$ cat config.mk
export PLATFORM = sky130hd
export DESIGN_NAME = data_memory_controller_flat
export DESIGN_NICKNAME = d
export VERILOG_FILES = /design/src/rtl/data_memory_controller_if.sv /design/src/rtl/data_memory_controller.sv /design/src/flat_wrapper.sv
export SDC_FILE = /design/constraint.sdc
export NUM_CORES = 1
export LEC_CHECK = 0
export ABC_AREA = 1
export CAP_MARGIN = 30
export CORE_ASPECT_RATIO = 1.75
export CORE_UTILIZATION = 45
export CTS_BUF_LIST = sky130_fd_sc_hd__clkbuf_4 sky130_fd_sc_hd__clkbuf_8
export CTS_CLUSTER_SIZE = 8
export DETAILED_ROUTE_END_ITERATION = 16
export PLACE_DENSITY = 0.81
export SYNTH_ARGS = -nofsm -noshare
export SYNTH_HDL_FRONTEND = slang
export SYNTH_SLANG_ARGS = --single-unit
export TNS_END_PERCENT = 100
$ cat constraint.sdc
create_clock -name clock_in -period 6 [get_ports clock_in]
set_input_delay 1.8 -clock clock_in [delete_from_list [all_inputs] [get_ports clock_in]]
set_output_delay 1.8 -clock clock_in [all_outputs]
set_load 0.02 [all_outputs]
$ cat src/rtl/data_memory_controller_if.sv
// Bundles the request, response and memory-port signals of the data memory
// controller. The slave modport is the controller's view; the master modport
// is the view of the surrounding MEM stage and memory together.
// Request handshake: a request transfers on the rising clock edge where
// req_valid_in and req_ready_out are both 1; the requester holds its fields
// stable while req_valid_in is 1 and req_ready_out is 0.
interface data_memory_controller_if;
    logic        req_valid_in;
    logic        req_ready_out;
    logic        req_write_in;
    logic [31:0] req_addr_in;
    logic [1:0]  req_size_in;
    logic        req_signed_in;
    logic [31:0] req_wdata_in;
    logic        resp_valid_out;
    logic        resp_error_out;
    logic [31:0] resp_rdata_out;
    logic [1:0]  resp_offset_out;
    logic [1:0]  resp_size_out;
    logic        resp_signed_out;
    logic        mem_en_out;
    logic        mem_we_out;
    logic [31:0] mem_addr_out;
    logic [31:0] mem_wdata_out;
    logic [31:0] mem_rdata_in;
    logic        mem_ack_in;

    modport slave (
        input  req_valid_in, req_write_in, req_addr_in, req_size_in,
               req_signed_in, req_wdata_in, mem_rdata_in, mem_ack_in,
        output req_ready_out, resp_valid_out, resp_error_out, resp_rdata_out,
               resp_offset_out, resp_size_out, resp_signed_out,
               mem_en_out, mem_we_out, mem_addr_out, mem_wdata_out
    );

    modport master (
        output req_valid_in, req_write_in, req_addr_in, req_size_in,
               req_signed_in, req_wdata_in, mem_rdata_in, mem_ack_in,
        input  req_ready_out, resp_valid_out, resp_error_out, resp_rdata_out,
               resp_offset_out, resp_size_out, resp_signed_out,
               mem_en_out, mem_we_out, mem_addr_out, mem_wdata_out
    );
endinterface

$ cat src/rtl/data_memory_controller.sv
// Data memory controller: accepts one load/store at a time, drives a
// word-addressed ack-handshaked memory port, turns sub-word stores into
// read-modify-write, rejects misaligned/invalid requests without touching
// memory, and aborts a memory phase that waits too long for an ack.
module data_memory_controller #(
    parameter int TIMEOUT_CYCLES = 16,
    parameter int CNT_W          = 5
) (
    input  logic                     clock_in,
    input  logic                     reset_in,
    data_memory_controller_if.slave  bus,
    output logic [2:0]               state_out
);

    localparam logic [2:0] ST_IDLE   = 3'd0;
    localparam logic [2:0] ST_READ   = 3'd1;
    localparam logic [2:0] ST_RMW_RD = 3'd2;
    localparam logic [2:0] ST_RMW_WR = 3'd3;
    localparam logic [2:0] ST_WRITE  = 3'd4;
    localparam logic [2:0] ST_RESP   = 3'd5;

    // Counter value seen in the last cycle a phase may still wait for an ack.
    localparam logic [CNT_W-1:0] WAIT_LAST = CNT_W'(TIMEOUT_CYCLES - 1);

    logic [2:0]       state;
    logic [CNT_W-1:0] wait_cnt;
    logic [31:0]      addr_q;
    logic [1:0]       size_q;
    logic             signed_q;
    logic [31:0]      wdata_q;   // store data, later replaced by the RMW merge
    logic [31:0]      rdata_q;
    logic             err_q;
    logic [31:0]      merge;
    logic             req_bad;
    logic             timeout_hit;

    // Reject invalid size, odd halfword and unaligned word addresses.
    always_comb begin
        req_bad = (bus.req_size_in == 2'b10) ||
                  (bus.req_size_in == 2'b01 && bus.req_addr_in[0]) ||
                  (bus.req_size_in == 2'b11 && bus.req_addr_in[1:0] != 2'b00);
    end

    // Replace one byte or halfword lane of the word read during RMW.
    always_comb begin
        merge = bus.mem_rdata_in;
        if (size_q == 2'b01) begin
            if (addr_q[1]) merge[31:16] = wdata_q[15:0];
            else           merge[15:0]  = wdata_q[15:0];
        end else begin
            case (addr_q[1:0])
                2'd0:    merge[7:0]   = wdata_q[7:0];
                2'd1:    merge[15:8]  = wdata_q[7:0];
                2'd2:    merge[23:16] = wdata_q[7:0];
                default: merge[31:24] = wdata_q[7:0];
            endcase
        end
    end

    // A phase gives up once it has waited TIMEOUT_CYCLES cycles without ack.
    always_comb begin
        timeout_hit = (TIMEOUT_CYCLES != 0) && (wait_cnt == WAIT_LAST);
    end

    // Main FSM: accept, run the memory phases, then pulse the response.
    always_ff @(posedge clock_in or posedge reset_in) begin
        if (reset_in) begin
            state    <= ST_IDLE;
            wait_cnt <= '0;
            addr_q   <= '0;
            size_q   <= '0;
            signed_q <= 1'b0;
            wdata_q  <= '0;
            rdata_q  <= '0;
            err_q    <= 1'b0;
        end else begin
            case (state)
                ST_IDLE: begin
                    if (bus.req_valid_in) begin
                        addr_q   <= bus.req_addr_in;
                        size_q   <= bus.req_size_in;
                        signed_q <= bus.req_signed_in;
                        wdata_q  <= bus.req_wdata_in;
                        rdata_q  <= '0;
                        wait_cnt <= '0;
                        err_q    <= req_bad;
                        if (req_bad)                       state <= ST_RESP;
                        else if (!bus.req_write_in)        state <= ST_READ;
                        else if (bus.req_size_in == 2'b11) state <= ST_WRITE;
                        else                               state <= ST_RMW_RD;
                    end
                end
                ST_READ, ST_RMW_RD, ST_RMW_WR, ST_WRITE: begin
                    if (bus.mem_ack_in) begin
                        wait_cnt <= '0;
                        if (state == ST_READ) begin
                            rdata_q <= bus.mem_rdata_in;
                            state   <= ST_RESP;
                        end else if (state == ST_RMW_RD) begin
                            wdata_q <= merge;
                            state   <= ST_RMW_WR;
                        end else begin
                            state <= ST_RESP;
                        end
                    end else if (timeout_hit) begin
                        err_q <= 1'b1;
                        state <= ST_RESP;
                    end else begin
                        wait_cnt <= wait_cnt + 1'b1;
                    end
                end
                ST_RESP: state <= ST_IDLE;
                default: state <= ST_IDLE;
            endcase
        end
    end

    // Outputs decode directly from the state and latched request fields.
    always_comb begin
        bus.req_ready_out   = (state == ST_IDLE);
        bus.resp_valid_out  = (state == ST_RESP);
        bus.resp_error_out  = (state == ST_RESP) && err_q;
        bus.resp_rdata_out  = rdata_q;
        bus.resp_offset_out = addr_q[1:0];
        bus.resp_size_out   = size_q;
        bus.resp_signed_out = signed_q;
        bus.mem_en_out      = (state == ST_READ) || (state == ST_RMW_RD) ||
                              (state == ST_RMW_WR) || (state == ST_WRITE);
        bus.mem_we_out      = (state == ST_RMW_WR) || (state == ST_WRITE);
        bus.mem_addr_out    = {addr_q[31:2], 2'b00};
        bus.mem_wdata_out   = wdata_q;
        state_out           = state;
    end

endmodule

$ cat src/flat_wrapper.sv
// flat-port wrapper written by rule: the top's interface ports become plain ports
module data_memory_controller_flat 
#(
    parameter int TIMEOUT_CYCLES = 16,
    parameter int CNT_W          = 5
)
  (clock_in, reset_in, state_out, bus_req_valid_in, bus_req_write_in, bus_req_addr_in, bus_req_size_in, bus_req_signed_in, bus_req_wdata_in, bus_mem_rdata_in, bus_mem_ack_in, bus_req_ready_out, bus_resp_valid_out, bus_resp_error_out, bus_resp_rdata_out, bus_resp_offset_out, bus_resp_size_out, bus_resp_signed_out, bus_mem_en_out, bus_mem_we_out, bus_mem_addr_out, bus_mem_wdata_out);
  data_memory_controller_if bus_i ();
  input  logic clock_in;
  input  logic reset_in;
  output logic [2:0] state_out;
  input wire logic [$bits(bus_i.req_valid_in)-1:0] bus_req_valid_in;
  input wire logic [$bits(bus_i.req_write_in)-1:0] bus_req_write_in;
  input wire logic [$bits(bus_i.req_addr_in)-1:0] bus_req_addr_in;
  input wire logic [$bits(bus_i.req_size_in)-1:0] bus_req_size_in;
  input wire logic [$bits(bus_i.req_signed_in)-1:0] bus_req_signed_in;
  input wire logic [$bits(bus_i.req_wdata_in)-1:0] bus_req_wdata_in;
  input wire logic [$bits(bus_i.mem_rdata_in)-1:0] bus_mem_rdata_in;
  input wire logic [$bits(bus_i.mem_ack_in)-1:0] bus_mem_ack_in;
  output wire logic [$bits(bus_i.req_ready_out)-1:0] bus_req_ready_out;
  output wire logic [$bits(bus_i.resp_valid_out)-1:0] bus_resp_valid_out;
  output wire logic [$bits(bus_i.resp_error_out)-1:0] bus_resp_error_out;
  output wire logic [$bits(bus_i.resp_rdata_out)-1:0] bus_resp_rdata_out;
  output wire logic [$bits(bus_i.resp_offset_out)-1:0] bus_resp_offset_out;
  output wire logic [$bits(bus_i.resp_size_out)-1:0] bus_resp_size_out;
  output wire logic [$bits(bus_i.resp_signed_out)-1:0] bus_resp_signed_out;
  output wire logic [$bits(bus_i.mem_en_out)-1:0] bus_mem_en_out;
  output wire logic [$bits(bus_i.mem_we_out)-1:0] bus_mem_we_out;
  output wire logic [$bits(bus_i.mem_addr_out)-1:0] bus_mem_addr_out;
  output wire logic [$bits(bus_i.mem_wdata_out)-1:0] bus_mem_wdata_out;
  assign bus_i.req_valid_in = bus_req_valid_in;
  assign bus_i.req_write_in = bus_req_write_in;
  assign bus_i.req_addr_in = bus_req_addr_in;
  assign bus_i.req_size_in = bus_req_size_in;
  assign bus_i.req_signed_in = bus_req_signed_in;
  assign bus_i.req_wdata_in = bus_req_wdata_in;
  assign bus_i.mem_rdata_in = bus_mem_rdata_in;
  assign bus_i.mem_ack_in = bus_mem_ack_in;
  assign bus_req_ready_out = bus_i.req_ready_out;
  assign bus_resp_valid_out = bus_i.resp_valid_out;
  assign bus_resp_error_out = bus_i.resp_error_out;
  assign bus_resp_rdata_out = bus_i.resp_rdata_out;
  assign bus_resp_offset_out = bus_i.resp_offset_out;
  assign bus_resp_size_out = bus_i.resp_size_out;
  assign bus_resp_signed_out = bus_i.resp_signed_out;
  assign bus_mem_en_out = bus_i.mem_en_out;
  assign bus_mem_we_out = bus_i.mem_we_out;
  assign bus_mem_addr_out = bus_i.mem_addr_out;
  assign bus_mem_wdata_out = bus_i.mem_wdata_out;
  data_memory_controller #(.TIMEOUT_CYCLES(TIMEOUT_CYCLES), .CNT_W(CNT_W)) u_core (.clock_in(clock_in), .reset_in(reset_in), .bus(bus_i), .state_out(state_out));
endmodule
Word level (Yosys, flattened, before mapping)
Index checks and enable logic that the tools add are counted.
{ "op_classes": {"n_addsub": 1, "n_eq_ne": 23, "mux": 33, "n_reduce_logical": 23} }
{ "ops": {"columns": ["cell", "n"], "rows": [
  ["32-bit 2-to-1 mux", 8],
  ["32-bit one-hot mux with 2 select lines", 2],
  ["16-bit 2-to-1 mux", 2],
  ["8-bit 2-to-1 mux", 4],
  ["3-bit 2-to-1 mux", 8],
  ["5-bit 2-to-1 mux", 3],
  ["5-bit one-hot mux with 2 select lines", 1],
  ["3-bit by 2-bit != test with 1-bit output, second input constant", 3],
  ["2-bit != test, second input constant", 4],
  ["4-bit AND reduction", 2],
  ["7-bit AND reduction", 1],
  ["2-bit by 1-bit equality test with 1-bit output, second input constant", 3],
  ["2-bit equality test, second input constant", 3],
  ["3-bit by 2-bit equality test with 1-bit output, second input constant", 2],
  ["3-bit equality test, second input constant", 2],
  ["1-bit logical OR", 6],
  ["2-bit by 1-bit != test with 1-bit output, second input constant", 3],
  ["3-bit one-hot mux with 2 select lines", 1],
  ["6-bit AND reduction", 1],
  ["5-bit by 1-bit adder with 5-bit output, second input constant", 1],
  ["5-bit by 4-bit equality test with 1-bit output, second input constant", 1],
  ["5-bit AND reduction", 1],
  ["2-bit AND reduction", 2],
  ["2-bit nonzero test", 2],
  ["other kinds (10)", 14]
]} }
{ "totals": {"regBits": 108, "inputBits": 104, "output_inout_bits": 109, "elab_cells": 90} }

Longest topological paths before layout
Gate-level depths: netlist (run 1).
{ "logic_depth": {"word_depth": 8, "mapped_depth": 11, "mapped_depth_nobuf": 10} }

Least setup slack after synthesis (run 1)
Ideal clock, no wire load.
{ "synth_path": {"kind": "register -> output", "start": "reg u_core.state[0] (netlist: u_core.state_out[0])", "end": "out bus_resp_error_out", "arrival_ps": 1391, "required_ps": 4200, "setup_slack_ps": 2809, "path_stages_with_launch": 4, "path_buffers": 1, "cell_sequence": "dfrtp_1 > buf_6 > inv_1 > nor4_1"} }
{ "synth_via": {"elab_chain_cells": 2} }
{ "synth_rtl": {"columns": ["element", "line", "text"], "rows": [
  ["start, declared", "data_memory_controller.sv:25", "logic [2:0] state;"],
  ["start signal, assigned", "data_memory_controller.sv:68", "state <= ST_IDLE;"],
  ["start signal, assigned", "data_memory_controller.sv:87", "if (req_bad) state <= ST_RESP;"],
  ["start signal, assigned", "data_memory_controller.sv:88", "else if (!bus.req_write_in) state <= ST_READ;"],
  ["3-bit equality test", "data_memory_controller.sv:122", "bus.resp_error_out = (state == ST_RESP) && err_q;"],
  ["1-bit logical AND", "data_memory_controller.sv:122", null],
  ["end, declared", "flat_wrapper.sv:22", "output wire logic [$bits(bus_i.resp_error_out)-1:0] bus_resp_error_out;"]
]} }
Every way passes these cells.

Worst setup path after layout (run 1)
Same ends and word-level chain as after synthesis.

==> metrics.yaml, run 1 <==
status:
  outcome: "completed"
setup_path:
  critPathArrivalTime_ns: 2.04
  cp_slowest_cell: "clkdlybuf4s50_1"
  path_cells: "inv_1 -> nor4_1 -> clkdlybuf4s50_1"
  cpPeakStageDelay_ns: 0.66
  cp_data_required_time_ns: 4.20
  r2r-end: "u_core.bus.mem_wdata_out[14]"
  start_kind: "flip-flop"
  critPathMaxFanout: 9
  reg2reg_depth: 10
  r2r_setup_slack_ns: 3.22
  timing.rr.start: "u_core.state_out[1]"
  critPathKind: "flip-flop to output pin"
  endpoint_kind: "output pin"
yosys:
  yosysMostFrequentCell: "nand2_1"
  synthesis.instances: 690
  synth.ff_latch_count: 108
  synth_top_area_share_pct: 48.03
  synthArstFlopShare_pct: 100.0
  dominantRegCellSynth: "dfrtp_1"
  yosysSeqAreaShare_pct: 48.03
  syn_area_per_cell_sq_um: 8.155
  synth_edf_count: 0
  synth_area_leaders: "dfrtp_1 (48%), nand2_1 (17%), mux2_2 (5.2%)"
  netlist_top_cells_count: "nand2_1 (249), dfrtp_1 (108), inv_1 (50), nand3_1 (50), o21ai_0 (37)"
  yosysUniqueCellTypes: 30
  yosys_warnings: 0
  synthesis.area_sq_mm: 0.005627
  yosys.area.top_type: "dfrtp_1"
route:
  wl_met3_um: 1093
  viasPerCell: 5.071
  met2WireLength_um: 8758
  drt-initial-drc-count: 381
  vias: 5330
  wl_per_cell_um: 16.09
  drtAntennaViolNets: 0
  wl_um: 16910
  drc: 0
  topRoutingLayerUsed: "met4"
  first_pass_iters: 5
  m1WireLength_um: 5995
placement:
  dp_hpwl_um: 12980
  dp_cells: 1035
  io_buffers: 210
  gp_congestion: 0.9209
timing:
  period_needed_ns: 3.843
  holdWs_ns: 0.4903
  drv_slew: 0
  tightest_slew_ns: 0.7148
  rsz0062_at_grt: "false"
  slew_headroom_pct: 52.35
  finalCritPeriodShare_pct: 64.06
  setup_viol: 0
  skew_ns: 0.01411
  max_freq_mhz: 260.2
  fin_setup_tns_ns: 0
  final-hold-violation-count: 0
grt:
  grt_overflow: 0
  grt_max_degree: 74
  grt_pass1_vias: 5509
  grt_antenna_before_repair: 0
  grtUsageTotal_pct: 27.46
  grt_pass1_wl_um: 26920
clock_tree:
  ctsHtreeMaxLevel: 3
  clkSinkCount: 108
  clock_latency_ns: 0.38
  cts-buffers-inserted: 9
  hold_buffers: 0
  root_buffer: "clkbuf_8"
  clk_transition_reported_paths_ns: 0.11
  post_cts_buffers: 0
  cts-resized-gates: 0
  tritoncts: "yes"
  clockBufferDepth: 2
pwr:
  power.leakage_nw: 3.714
  max-vdd-ir-drop_mv: 0.3079
  powerDensity_mw_per_mm2: 564.4
  power.total_w: 0.004479
hold_path:
  whs_endpoint: "u_core.bus.mem_wdata_out[23]"
  min-delay-start: "u_core.bus.mem_wdata_out[23]"
  whs_path_depth: 2
  min_path_type: "flip-flop to flip-flop"
cells_and_area:
  antenna_cells: 0
  instances_no_fill: 1051
  drive_gt1_share_pct: 8.691
  layout.nets: 987
  syn_to_final_growth_pct: 41.05
  fill_cells: 1051
die:
  fp.dieH_um: 149.9
  start_util_pct: 46.62
  die_area_sq_mm: 0.01297
  core_area_sq_mm: 0.01207
  rows: 53
  ios: 213
  chipWidth_um: 86.53
flow_run:
  maxCapViolations: 0
## registers in the layout, summed over array words and instances, names as in the netlist
signal,flops
u_core.bus.mem_wdata_out,32
u_core.err_q,1
u_core.bus.resp_signed_out,1
u_core.bus.resp_size_out,2
u_core.wait_cnt,5
u_core.bus.resp_rdata_out,32
u_core.addr_q,32
u_core.state_out,3
## kinds of logic after synthesis
family | count (synthesis) | share of synthesized area, %
and+or+nand+nor | 365 | 27.71
AOI/OAI and AO/OA | 90 | 8.962
muxes | 32 | 6.404
buffers and inverters | 92 | 8.384
DFF | 108 | 48.03
adders and majority gates | 2 | 0.4447
other | 1 | 0.06665
## metrics by stage
stage / util, % / cell area (sq um) / worst slack, ns
after floorplan: - / 5630 / 1.354
after global placement: 63.82 / 7702 / 2.445
after detailed placement: 64.28 / 7757 / 2.369
after CTS: 65.76 / 7936 / 2.138
after global routing: 65.76 / 7936 / 2.065
final: 65.76 / 7936 / 2.157
## worst max-delay path: cells and delay by family, from the launching register on
| kind | cells | cell delay [ns] |
|---|---|---|
| DFF | 1 | 0.54 |
| and+or+nand+nor | 1 | 0.32 |
| buffers and inverters | 2 | 0.81 |
## cells in the final DEF (no fill, tap or decap), drive strengths merged
cell,count
clkbuf,10
a21oi,10
mux2,32
inv,59
conb,2
nand3,50
nor2,34
clkdlybuf4s50,210
buf,5
clkinv,2
o211ai,16
clkinvlp,1
ha,2
dfrtp,108
nand2,256
nand4,12
or2,9
nor4,1
o21ai,63
nand3b,1
a21boi,1
nor3,2
## worst max-delay path by stage
stage                        start                           end  slack (ns)  depth (start not counted)
2_1_floorplan             reset_in              u_core.addr_q[0]        1.35                          1
3_3_place_gp      bus_req_valid_in  u_core.bus.mem_wdata_out[13]        2.44                          9
3_5_place_dp      bus_req_valid_in  u_core.bus.mem_wdata_out[10]        2.37                          9
4_1_cts        u_core.state_out[0]            bus_resp_error_out        2.14                          3
5_1_grt        u_core.state_out[0]            bus_resp_error_out        2.06                          3
6_report       u_core.state_out[0]            bus_resp_error_out        2.16                          3
## where the power goes
part | switching (W) | internal (W) | total, W
logic | 0.00164 | 0.00111 | 0.00275
clock network | 0.000261 | 0.000161 | 0.000422
registers | 0.000258 | 0.00105 | 0.00131
## cell type report
type                    instances  area, sq um  share of cell area, %
flip-flops and latches        108         2703                  34.05
multi-input cells             491         2456                  30.95
repair buffers                215         2180                  27.46
inverters                      56        212.7                  2.680
well taps                     165        206.4                  2.601
clock buffers                  10        131.4                  1.655
clock inverters                 6        47.55                 0.5991
## metal layers
metal  vias to the layer above  global-route usage (%)
met5                         -                       0
met4                         0                   18.58
met3                        66                   5.681
met2                       240                   48.29
met1                      2424                   29.00
li1                       2600                       -
Power figures use the tool's default switching activity.
==> run 2, diff against run 1 <==
--- a/config.mk
+++ b/config.mk
@@ -8,11 +8,11 @@
 export ABC_AREA = 1
 export CAP_MARGIN = 30
 export CORE_ASPECT_RATIO = 1.75
-export CORE_UTILIZATION = 45
+export CORE_UTILIZATION = 41
 export CTS_BUF_LIST = sky130_fd_sc_hd__clkbuf_4 sky130_fd_sc_hd__clkbuf_8
 export CTS_CLUSTER_SIZE = 8
 export DETAILED_ROUTE_END_ITERATION = 16
-export PLACE_DENSITY = 0.81
+export PLACE_DENSITY = 0.77
 export SYNTH_ARGS = -nofsm -noshare
 export SYNTH_HDL_FRONTEND = slang
 export SYNTH_SLANG_ARGS = --single-unit
==> constraint.sdc (replaced) <==
create_clock -name clock_in -period 3.4 [get_ports clock_in]
set_input_delay 1.02 -clock clock_in [delete_from_list [all_inputs] [get_ports clock_in]]
set_output_delay 1.02 -clock clock_in [all_outputs]
set_load 0.02 [all_outputs]
==> run 2 against run 1 <==
Compared with the run above:
- die area is 9.6% higher
- utilization down 6.6 points
- global-route usage decreased by 2.8 points
- largest power group unchanged
- worst hold slack gained 0.0042 ns
- clock skew is 0.0052 ns lower
- highest routed layer unchanged
- sequential share of layout area increased by 0.059 points
==> metrics.yaml, run 2 (synthesis gave the netlist of run 1 again) <==
status:
  outcome: "completed"  # unchanged
route:
  viasPerCell: 4.983  # was 5.071
  drc: 0  # unchanged
  first_pass_iters: 5  # unchanged
  wl_um: 17100  # was 16910 um
  drt-initial-drc-count: 289  # was 381
  wl_per_cell_um: 16.08  # was 16.09 um
  drtAntennaViolNets: 0  # unchanged
  vias: 5297  # was 5330
pwr:
  powerDensity_mw_per_mm2: 997.5  # was 564.4 mW/mm^2
  swShare_pct: 48.46  # was 48.13%
  power.leakage_nw: 3.698  # was 3.714 nW
  switchingPower_w: 0.003830  # was 0.002156 W
  p_int_w: 0.004073  # was 0.002324 W
  p_comb_share_pct: 62.1  # was 61.4%
  max-vdd-ir-drop_mv: 0.5314  # was 0.3079 mV
  p_clk_share_pct: 9.3  # was 9.4%
  pwr-share-seq_pct: 28.6  # was 29.2%
cells_and_area:
  mostFrequentLayoutCells: "nand2_1 (249), clkdlybuf4s50_1 (210), dfrtp_1 (108)"  # unchanged
  final_common_cell: "nand2_1"  # unchanged
  syn_to_final_growth_pct: 40.81  # was 41.05%
  fill_cells: 1214  # was 1051
  drive_gt1_share_pct: 8.896  # was 8.691%
  fin_area_sq_mm: 0.007923  # was 0.007936 sq mm
  layout.nets: 989  # was 987
placement:
  dp_hpwl_um: 13000  # was 12980 um
  gp_congestion: 0.9312  # was 0.9209
  place_area_sq_mm: 0.007745  # was 0.007757 sq mm
  io_buffers: 210  # unchanged
  post-place-ws_ns: 0.5516  # was 2.369 ns
grt:
  grt_max_degree: 74  # unchanged
  grtUsageTotal_pct: 24.70  # was 27.46%
  grt_pass1_wl_um: 26830  # was 26920 um
  grt_antenna_before_repair: 1  # was 0
  grt_overflow: 0  # unchanged
  grt_pass1_vias: 5365  # was 5509
setup_path:
  crit_family: "buffers and inverters"  # unchanged
  reg2reg_depth: 10  # unchanged
  cp_num_buf_inv: 2  # unchanged
  start_kind: "flip-flop"  # unchanged
  critPathMaxFanout: 9  # unchanged
  timing.rr.start: "u_core.state_out[0]"  # was u_core.state_out[1]
  r2r_setup_slack_ns: 0.70  # was 3.22 ns
  cp_data_required_time_ns: 2.38  # was 4.20 ns
  path_cells: "inv_1 -> nor4_1 -> clkdlybuf4s50_1"  # unchanged
  r2r-end: "u_core.bus.mem_wdata_out[14]"  # unchanged
  endpoint_kind: "output pin"  # unchanged
  critPathArrivalTime_ns: 2.07  # was 2.04 ns
  cp_slowest_cell: "clkdlybuf4s50_1"  # unchanged
  cpPeakStageDelay_ns: 0.66  # about the same
  critPathKind: "flip-flop to output pin"  # unchanged
die:
  start_util_pct: 42.04  # was 46.62%
  ios: 213  # unchanged
  core_area_sq_mm: 0.01338  # was 0.01207 sq mm
  rows: 56  # was 53
  fp.dieH_um: 157.0  # was 149.9 um
  die_area_sq_mm: 0.01421  # was 0.01297 sq mm
  chipWidth_um: 90.56  # was 86.53 um
clock_tree:
  root_buffer: "clkbuf_8"  # unchanged
  clock_latency_ns: 0.38  # about the same
  cts-resized-gates: 0  # unchanged
  post_cts_buffers: 0  # unchanged
  tritoncts: "yes"  # unchanged
  cts-buffers-inserted: 9  # unchanged
  clk_transition_reported_paths_ns: 0.10  # was 0.11 ns
  clockBufferDepth: 2  # unchanged
  clkSinkCount: 108  # unchanged
  ctsHtreeMaxLevel: 3  # unchanged
  hold_buffers: 0  # unchanged
timing:
  skew_ns: 0.008873  # was 0.01411 ns
  fin_setup_tns_ns: 0  # unchanged
  slew_headroom_pct: 50.38  # was 52.35%
  tightest_slew_ns: 0.7442  # was 0.7148 ns
  max_freq_mhz: 323.5
  final-hold-violation-count: 0  # unchanged
  setup_viol: 0  # unchanged
  fin_ws_ns: 0.3090  # was 2.157 ns
  period_needed_ns: 3.091
  rsz0062_at_grt: "false"  # unchanged
  drv_slew: 0  # unchanged
  finalCritPeriodShare_pct: 90.91
hold_path:
  whs_path_depth: 2  # unchanged
  whs_endpoint: "u_core.bus.resp_rdata_out[23]"  # was u_core.bus.mem_wdata_out[23]
  min-delay-start: "u_core.bus.resp_rdata_out[23]"  # was u_core.bus.mem_wdata_out[23]
  min_path_type: "flip-flop to flip-flop"  # unchanged
flow_run:
  maxCapViolations: 0  # unchanged
[run 2: cell count changes in the layout (fill, tap and decap cells not counted), sizes merged]
cell	delta
buf	+2
clkinvlp	+2
inv	-2
clkbuf	-1
clkinv	+1
diode	+1
[run 2: power by group through the flow]
stage               clock network, W  logic, W  registers (W)
finish                      0.000738   0.00491        0.00226
detailed placement                 0   0.00492        0.00227
global route                0.000803   0.00536        0.00232
floorplan                          0   0.00260        0.00284
CTS                         0.000762   0.00495        0.00225
global placement                   0   0.00488        0.00226
[run 2: per-stage QoR]
step	utilization (%)	cells	hold slack (ns)	power (W)
3_3_place_gp	57.87	1046	0.4649	0.007143
6_report	59.20	1063	0.4945	0.007903
3_5_place_dp	57.87	1046	0.4730	0.007197
4_1_cts	59.18	1062	0.4985	0.007962
5_1_grt	59.20	1063	0.5222	0.008485
2_1_floorplan	-	691	0.4530	0.005432
[run 2: how the worst max path moves through the flow]
stage / startpoint / endpoint / cells after the start
after floorplan: u_core.state_out[0] / bus_resp_error_out / 3
after global placement: bus_mem_ack_in / u_core.bus.mem_wdata_out[8] / 8
after detailed placement: bus_mem_ack_in / u_core.bus.mem_wdata_out[14] / 8
after CTS: u_core.state_out[0] / bus_resp_error_out / 3
after global routing: u_core.state_out[0] / bus_resp_error_out / 3
final: u_core.state_out[0] / bus_resp_error_out / 3
[run 2: routing by layer]
layer | share of wire, % | vias to the layer above | global-route usage, % | wire, um
met1 | 36 | 2411 | 25.12 | 6182
li1 | - | 2609 | - | -
met2 | 51 | 216 | 44.55 | 8772
met3 | 5.9 | 61 | 5.749 | 1009
met4 | 6.6 | 0 | 16.74 | 1133
met5 | 0 | - | 0 | 0
[run 2: area by class of cell]
cell class	instances	area [sq um]	share of cell area (%)
antenna	1	2.502	0.03159
clock buffer	9	123.9	1.563
clock inverter	7	51.30	0.6475
inverter	56	214.0	2.701
multi-input combinational	491	2456	31.00
sequential	108	2703	34.11
tap	174	217.7	2.748
timing repair buffer	217	2155	27.20
[run 2: worst register-to-register path, stage by stage (launching register included)]
cell and delay [ns]:
dfrtp_1 0.52, inv_1 0.17, nand3_1 0.11, nand2_2 0.10, buf_4 0.57, nand2_2 0.33, nand2_2 0.45, nor2_4 0.13
inv_2 0.14, nand2_1 0.07, nand2_1 0.05
